===== config.mk =====
export PLATFORM = sky130hd
export DESIGN_NAME = bcd_seq_convert
export DESIGN_NICKNAME = d
export VERILOG_FILES = /design/src/rtl/bcd_pkg.sv /design/src/rtl/bcd_add3_digit.sv /design/src/rtl/bcd_seq_convert.sv
export SDC_FILE = /design/constraint.sdc
export NUM_CORES = 1
export LEC_CHECK = 0
export ABC_AREA = 1
export CAP_MARGIN = 20
export CORE_MARGIN = 4
export CORE_UTILIZATION = 53
export CTS_CLUSTER_SIZE = 40
export DETAILED_ROUTE_END_ITERATION = 10
export PLACE_DENSITY = 0.78
export SKIP_CTS_REPAIR_TIMING = 1
export SLEW_MARGIN = 20
export SYNTH_ARGS = -nofsm -noshare
export SYNTH_HDL_FRONTEND = slang
export SYNTH_SLANG_ARGS = --single-unit
export TNS_END_PERCENT = 30

===== constraint.sdc =====
create_clock -name clk -period 1.4 [get_ports clk]
set_input_delay 0.14 -clock clk [delete_from_list [all_inputs] [get_ports clk]]
set_output_delay 0.14 -clock clk [all_outputs]
set_load 0.05 [all_outputs]

===== src/rtl/bcd_pkg.sv =====
// Shared types and constants for the sequential binary-to-BCD converter.
package bcd_pkg;

  typedef enum logic [1:0] {
    IDLE  = 2'd0,
    SHIFT = 2'd1,
    DONE  = 2'd2
  } state_t;

  localparam int BCD_DIGIT_W = 4;
  localparam int ADD3_THRESH = 5;

  // Smallest digit count whose decimal range covers every width-bit value.
  function automatic int min_digits(input int width);
    longint maxv;
    longint pow10;
    int     d;
    maxv  = (longint'(1) << width) - 1;
    pow10 = 10;
    d     = 1;
    while (pow10 <= maxv) begin
      pow10 = pow10 * 10;
      d     = d + 1;
    end
    return d;
  endfunction

endpackage


===== src/rtl/bcd_add3_digit.sv =====
// Double-dabble correction cell: adds 3 to a BCD digit that is 5 or more.
module bcd_add3_digit
  import bcd_pkg::*;
(
  input  logic [BCD_DIGIT_W-1:0] din,
  output logic [BCD_DIGIT_W-1:0] dout
);

  assign dout = (din >= BCD_DIGIT_W'(ADD3_THRESH)) ? din + BCD_DIGIT_W'(3) : din;

endmodule


===== src/rtl/bcd_seq_convert.sv =====
// Sequential binary-to-BCD converter (shift-and-add-3, one bit per clock).
// Optional leading-zero mask output enabled by defining BCD_SEQ_BLANK_EN.
module bcd_seq_convert
  import bcd_pkg::*;
#(
  parameter int WIDTH  = 8,
  parameter int DIGITS = 3
) (
  input  logic                          clk,
  input  logic                          rst_n,
  input  logic                          start,
  input  logic [WIDTH-1:0]              bin,
  output logic                          busy,
  output logic                          done,
  output logic [BCD_DIGIT_W*DIGITS-1:0] bcd,
`ifdef BCD_SEQ_BLANK_EN
  output logic [DIGITS-1:0]             blank,
`endif
  output state_t                        state_dbg
);

  localparam int BW = BCD_DIGIT_W * DIGITS;
  localparam int CW = $clog2(WIDTH + 1);

  if (WIDTH < 4 || WIDTH > 16) begin : g_bad_width
    $error("bcd_seq_convert: WIDTH must be within 4..16");
  end
  if (DIGITS < min_digits(WIDTH)) begin : g_bad_digits
    $error("bcd_seq_convert: DIGITS too small for WIDTH");
  end

  // Handshake: start is sampled only in IDLE (busy=0, done=0); busy is high
  // for the WIDTH shift cycles; done pulses once with bcd already valid.
  state_t          state, state_nxt;
  logic [CW-1:0]   cnt;
  logic [BW-1:0]   dig;
  logic [BW-1:0]   adj;
  logic [BW-1:0]   dig_shift;
  logic [WIDTH-1:0] opnd;
  logic            unused_adj_msb;

  for (genvar g = 0; g < DIGITS; g++) begin : g_add3
    bcd_add3_digit u_add3 (
      .din  (dig[g*BCD_DIGIT_W +: BCD_DIGIT_W]),
      .dout (adj[g*BCD_DIGIT_W +: BCD_DIGIT_W])
    );
  end

  // Corrected digits shift left, pulling in the operand MSB; the top bit
  // falls off and is always zero when DIGITS is large enough.
  assign dig_shift      = {adj[BW-2:0], opnd[WIDTH-1]};
  assign unused_adj_msb = adj[BW-1];

  always_ff @(posedge clk or negedge rst_n) begin
    if (!rst_n) state <= IDLE;
    else        state <= state_nxt;
  end

  always_comb begin
    state_nxt = state;
    case (state)
      IDLE:    if (start) state_nxt = SHIFT;
      SHIFT:   if (cnt == CW'(1)) state_nxt = DONE;
      DONE:    state_nxt = IDLE;
      default: state_nxt = IDLE;
    endcase
  end

`ifdef BCD_SEQ_BLANK_EN
  logic [DIGITS-1:0] blank_nxt;
  logic              zero_run;

  always_comb begin
    blank_nxt = '0;
    zero_run  = 1'b1;
    for (int i = DIGITS - 1; i >= 1; i--) begin
      zero_run     = zero_run && (dig_shift[i*BCD_DIGIT_W +: BCD_DIGIT_W] == '0);
      blank_nxt[i] = zero_run;
    end
  end
`endif

  always_ff @(posedge clk or negedge rst_n) begin
    if (!rst_n) begin
      cnt  <= '0;
      dig  <= '0;
      opnd <= '0;
      bcd  <= '0;
`ifdef BCD_SEQ_BLANK_EN
      blank <= '1;
`endif
    end else begin
      case (state)
        IDLE: begin
          if (start) begin
            opnd <= bin;
            dig  <= '0;
            cnt  <= CW'(WIDTH);
          end
        end
        SHIFT: begin
          dig  <= dig_shift;
          opnd <= opnd << 1;
          cnt  <= cnt - CW'(1);
          if (cnt == CW'(1)) begin
            bcd <= dig_shift;
`ifdef BCD_SEQ_BLANK_EN
            blank <= blank_nxt;
`endif
          end
        end
        default: ;
      endcase
    end
  end

  assign busy      = (state == SHIFT);
  assign done      = (state == DONE);
  assign state_dbg = state;

endmodule


* Word-level counts from Yosys, hierarchy flattened
Cells that the tools add are included.
** Storage, ports and cells
- Register bits :: 38
- Bits of input ports :: 11
- Output and inout bits :: 16
- Logic and storage cells :: 34
** Operators by class
- Add/sub/neg operators :: 4
- Magnitude comparators :: 3
- Equal/unequal tests :: 5
- Muxes and demuxes :: 12
- Reductions and logical operators :: 5
** Operator list (count)
- $pmux 12 s2 :: 1
- $pmux 8 s2 :: 1
- $ge 4x3->1 const B :: 3
- $mux 12 :: 1
- $mux 4 :: 3
- $add 4x2->4 const B :: 2
- $mux 8 :: 1
- $pmux 4 s2 :: 1
- $reduce_and 2->1 :: 3
- $eq 4x1->1 const B :: 1
- $mux 2 :: 2
- $pmux 2 s2 :: 1
- $sub 4x1->4 const B :: 1
- $add 3x2->3 const B :: 1
- $mux 3 :: 1
- $eq 2x1->1 const B :: 1
- $eq 2x2->1 const B :: 1
- $logic_not 2->1 :: 1
- $ne 2x1->1 const B :: 1
- $ne 2x2->1 const B :: 1
- $reduce_bool 2->1 :: 1

* Longest topological paths before layout
- Word-level depth :: 3
- Mapped depth :: 8
- Gate-level depth less buffers :: 8

* By module
A second synthesis with hierarchy kept.
** Unflattened totals
- Cell total of the unflattened synthesis :: 242
- Area total of the unflattened synthesis :: 2069.5 µm²
** Modules (own cells, without submodules)
- bcd_seq_convert :: instances 1, cells an instance 173, area an instance 1664.1 µm², seq. area each 950.9 µm²
- bcd_add3_digit :: instances 3, cells an instance 23, area an instance 135.1 µm², seq. area each 0.0 µm²

* Worst setup path before layout
No wires, ideal clock.
- Kind :: reg-to-output
- Start :: register state[1] (netlist: state_dbg[1])
- End :: output port done
- Data arrival time :: 1.439 ns
- Required time :: 1.260 ns
- Setup slack :: -0.179 ns
- Stages on the path, launching flop included :: 3
- Buffers on the path :: 0
- Path through :: dfrtp_1 -> inv_1 -> nor2_1
** On the way
- Cells in the longest elaborated chain, start to end :: 1
** RTL lines
- start, declared :: line bcd_seq_convert.sv:34 : state_t state, state_nxt;
- start signal, assigned :: line bcd_seq_convert.sv:56 : else state <= state_nxt;
- $eq 2x2->1 :: line bcd_seq_convert.sv:118 : assign done = (state == DONE);
- end, declared :: line bcd_seq_convert.sv:14 : output logic done,
No other way between the ends.

* Worst setup path after layout
- Start :: register state[0] (netlist: state_dbg[0])
- End :: output port busy
** On the way
- Cells in the longest elaborated chain, start to end :: 1
** RTL lines
- $eq 2x1->1 :: line bcd_seq_convert.sv:117 : assign busy = (state == SHIFT);
- end, declared :: line bcd_seq_convert.sv:13 : output logic busy,
No other way between the ends.

==> flow_summary.ini <==
[global_route]
grt_pass1_vias = 1536
overflow = 0
grt_max_degree = 39
gr-usage-all-layers_pct = 18.8
grt_pass1_wl_mm = 6.44
antenna_found_initial = 0

[sta]
slew_viol_final = 0
period_needed_ps = 1420
skew_ps = 8.83
holdWs_ps = 165
fin_crit_sh_pct = 101
rsz0062_at_grt = true
timing.slew.headroom_pct = 75.4
tightest_slew_ps = 365
setup_viol = 1
finalHoldViolations = 0
setup_slack_ps = -15.8
max_clock_freq_mhz = 706

[job]
maxCapViolCount = 0

[synthesis]
yosysWarnings = 0
syn_avg_cell_area_um2 = 8.37
ys_ff_latch = 38
ys_types = 18
seq_area_frac_synth_pct = 51.7
syn-num-nets = 239
synthCells = 220
syn_area_um2 = 1840

[clock_tree]
cts-root-buf = clkbuf_4
path_clk_slew_ps = 110
cts_tree = built
htreeDepth = 2
worstSkewPairLatency_ps = 340
cts_buffers = 5
clockBufferDepth = 2
cts.sinks = 38

[floorplan]
ios = 27
dieArea_um2 = 4480
die_height_um = 66.9
rows = 21
die_w_um = 66.9
core_um2 = 3340
start_util_pct = 55.2

[critical_path]
worstSetupEndpointType = output pin
critPathRequiredTime_ps = 1260
crit_arrival_ps = 1280
cpMaxStageDelayCell = dfrtp_2
cp_max_fo = 14
critPathKind = reg2out
critPathTopFamily = flip-flops
critPathMaxStageDelay_ps = 430
start_kind = register
crit_buf_inv = 3
cp_cell_sequence = inv_2 > nor2_4 > buf_12 > buf_12
worst_path_most_repeated_cell = buf_12

[placement]
gp_congestion = 0.868
portBuffers = 26
dpl.hpwl_mm = 2.69
post-place-ws_ps = 53.9

[pwr]
ir_worst_vdd_v = 0.000987
p_leak_nw = 1.24
p_per_area_nw_per_um2 = 2490

[drt]
dr_total_vias = 1602
drtIter0Drc = 185
viasPerCell = 5.22
postRouteWirelength_mm = 3.76
dr.pass1.iters = 4
wl_per_cell_um = 12.2
antenna_left = 0
drcViolationCount = 0

[layout]
mostFrequentLayoutCells = nand2_1, dfrtp_1, nand3_1
layout-drive-gt1-share_pct = 23.0
n_antenna_cell = 0
areaGrowthSynthToFinish_pct = 31.7
finalCoreUtilization_pct = 72.7
layout_commonest_cell = nand2_1
nets = 279
fillers = 260

[worst_hold_path]
worst_hold_path_type = in2async

[status]
status = finished with violations
violations = setup timing
## synth_stat cells
| library cell | number | area share, % |
|---|---|---|
| nand2_1 | 84 | 17 |
| dfrtp_1 | 38 | 52 |
| nand3_1 | 30 | 8.2 |
| inv_1 | 17 | 3.5 |
| o21ai_0 | 12 | 3.3 |
| ha_1 | 8 | 5.4 |
| nand4_1 | 6 | 2.0 |
| nor2_1 | 5 | 1.0 |
| o22ai_1 | 5 | 1.7 |
| inv_2 | 4 | 0.82 |
| buf_2 | 2 | 0.54 |
| buf_6 | 2 | 1.2 |
| nor2_4 | 2 | 1.2 |
| buf_4 | 1 | 0.41 |
| nand2_4 | 1 | 0.61 |
| nor2_2 | 1 | 0.34 |
| o21ai_2 | 1 | 0.48 |
| xnor2_1 | 1 | 0.48 |
## worst reg2reg max path: cells and delay by family, from the launching register on
family | cells | cell delay [ps]
buffers and inverters | 1 | 100
and+or+nand+nor | 1 | 50
DFF | 1 | 460
adders and majority gates | 1 | 160
AOI/OAI and AO/OA | 2 | 440
## where the power goes
part           switching (mW)  internal, mW
clock network           0.345         0.244
registers               0.396          1.58
logic                    2.09          1.39
total                    2.83          3.21
## sequential cells by signal, indices dropped and copies added (netlist names)
register / count
bcd: 12
dig: 12
state_dbg: 2
cnt: 4
opnd: 8
## metal layers
layer	track usage (%)	vias to the layer above	share of wire (%)
li1	-	802	-
met1	22.2	761	43
met4	7.34	0	2.2
met2	33.0	30	50
met3	4.22	9	3.9
met5	0	-	0
## path summary, 6_finish.rpt
kind	slack [ps]	cells after the start	endpoint	start
worst min register to register	480	2	opnd[0]$_DFFE_PN0P_	opnd[0]$_DFFE_PN0P_
worst max register to register	70	5	dig[7]$_DFFE_PN0P_	dig[4]$_DFFE_PN0P_
worst max-delay path	-20	4	busy	state_dbg[0]$_DFFE_PN0P_
max in group asynchronous	1030	2	state_dbg[1]$_DFFE_PN0P_	rst_n
worst min-delay path	160	2	bcd[0]$_DFFE_PN0P_	rst_n
min in group clk	330	3	opnd[0]$_DFFE_PN0P_	bin[0]
## logic make-up (layout without fill, tap and decap cells)
group	after synthesis	in the layout	synth area share (%)
compound gates	18	18	5.44
xor+xnor	1	1	0.476
fa+ha+maj	8	8	5.44
buf+inv	26	67	6.46
flops	38	38	51.7
simple gates	129	129	30.5
## final cells by class
cell class / count / area (um2) / area share, %
sequential: 38 / 953 / 39.3
inverter: 21 / 83.8 / 3.46
multi-input combinational: 156 / 818 / 33.7
clock inverter: 1 / 5.00 / 0.206
timing repair buffer: 38 / 452 / 18.6
clock buffer: 7 / 55.1 / 2.27
tap: 46 / 57.6 / 2.37
## metrics by stage
step           std cells  instance area, um2  TNS, ps  power (mW)
6_report             307                2420    -15.8        6.04
4_1_cts              301                2310     -105        5.77
5_1_grt              307                2420     -226        6.56
2_1_floorplan        220                1840     -259        4.07
3_3_place_gp         293                2250        0        5.09
3_5_place_dp         293                2250        0        5.18
No activity file was read; power rests on OpenSTA's default activity.
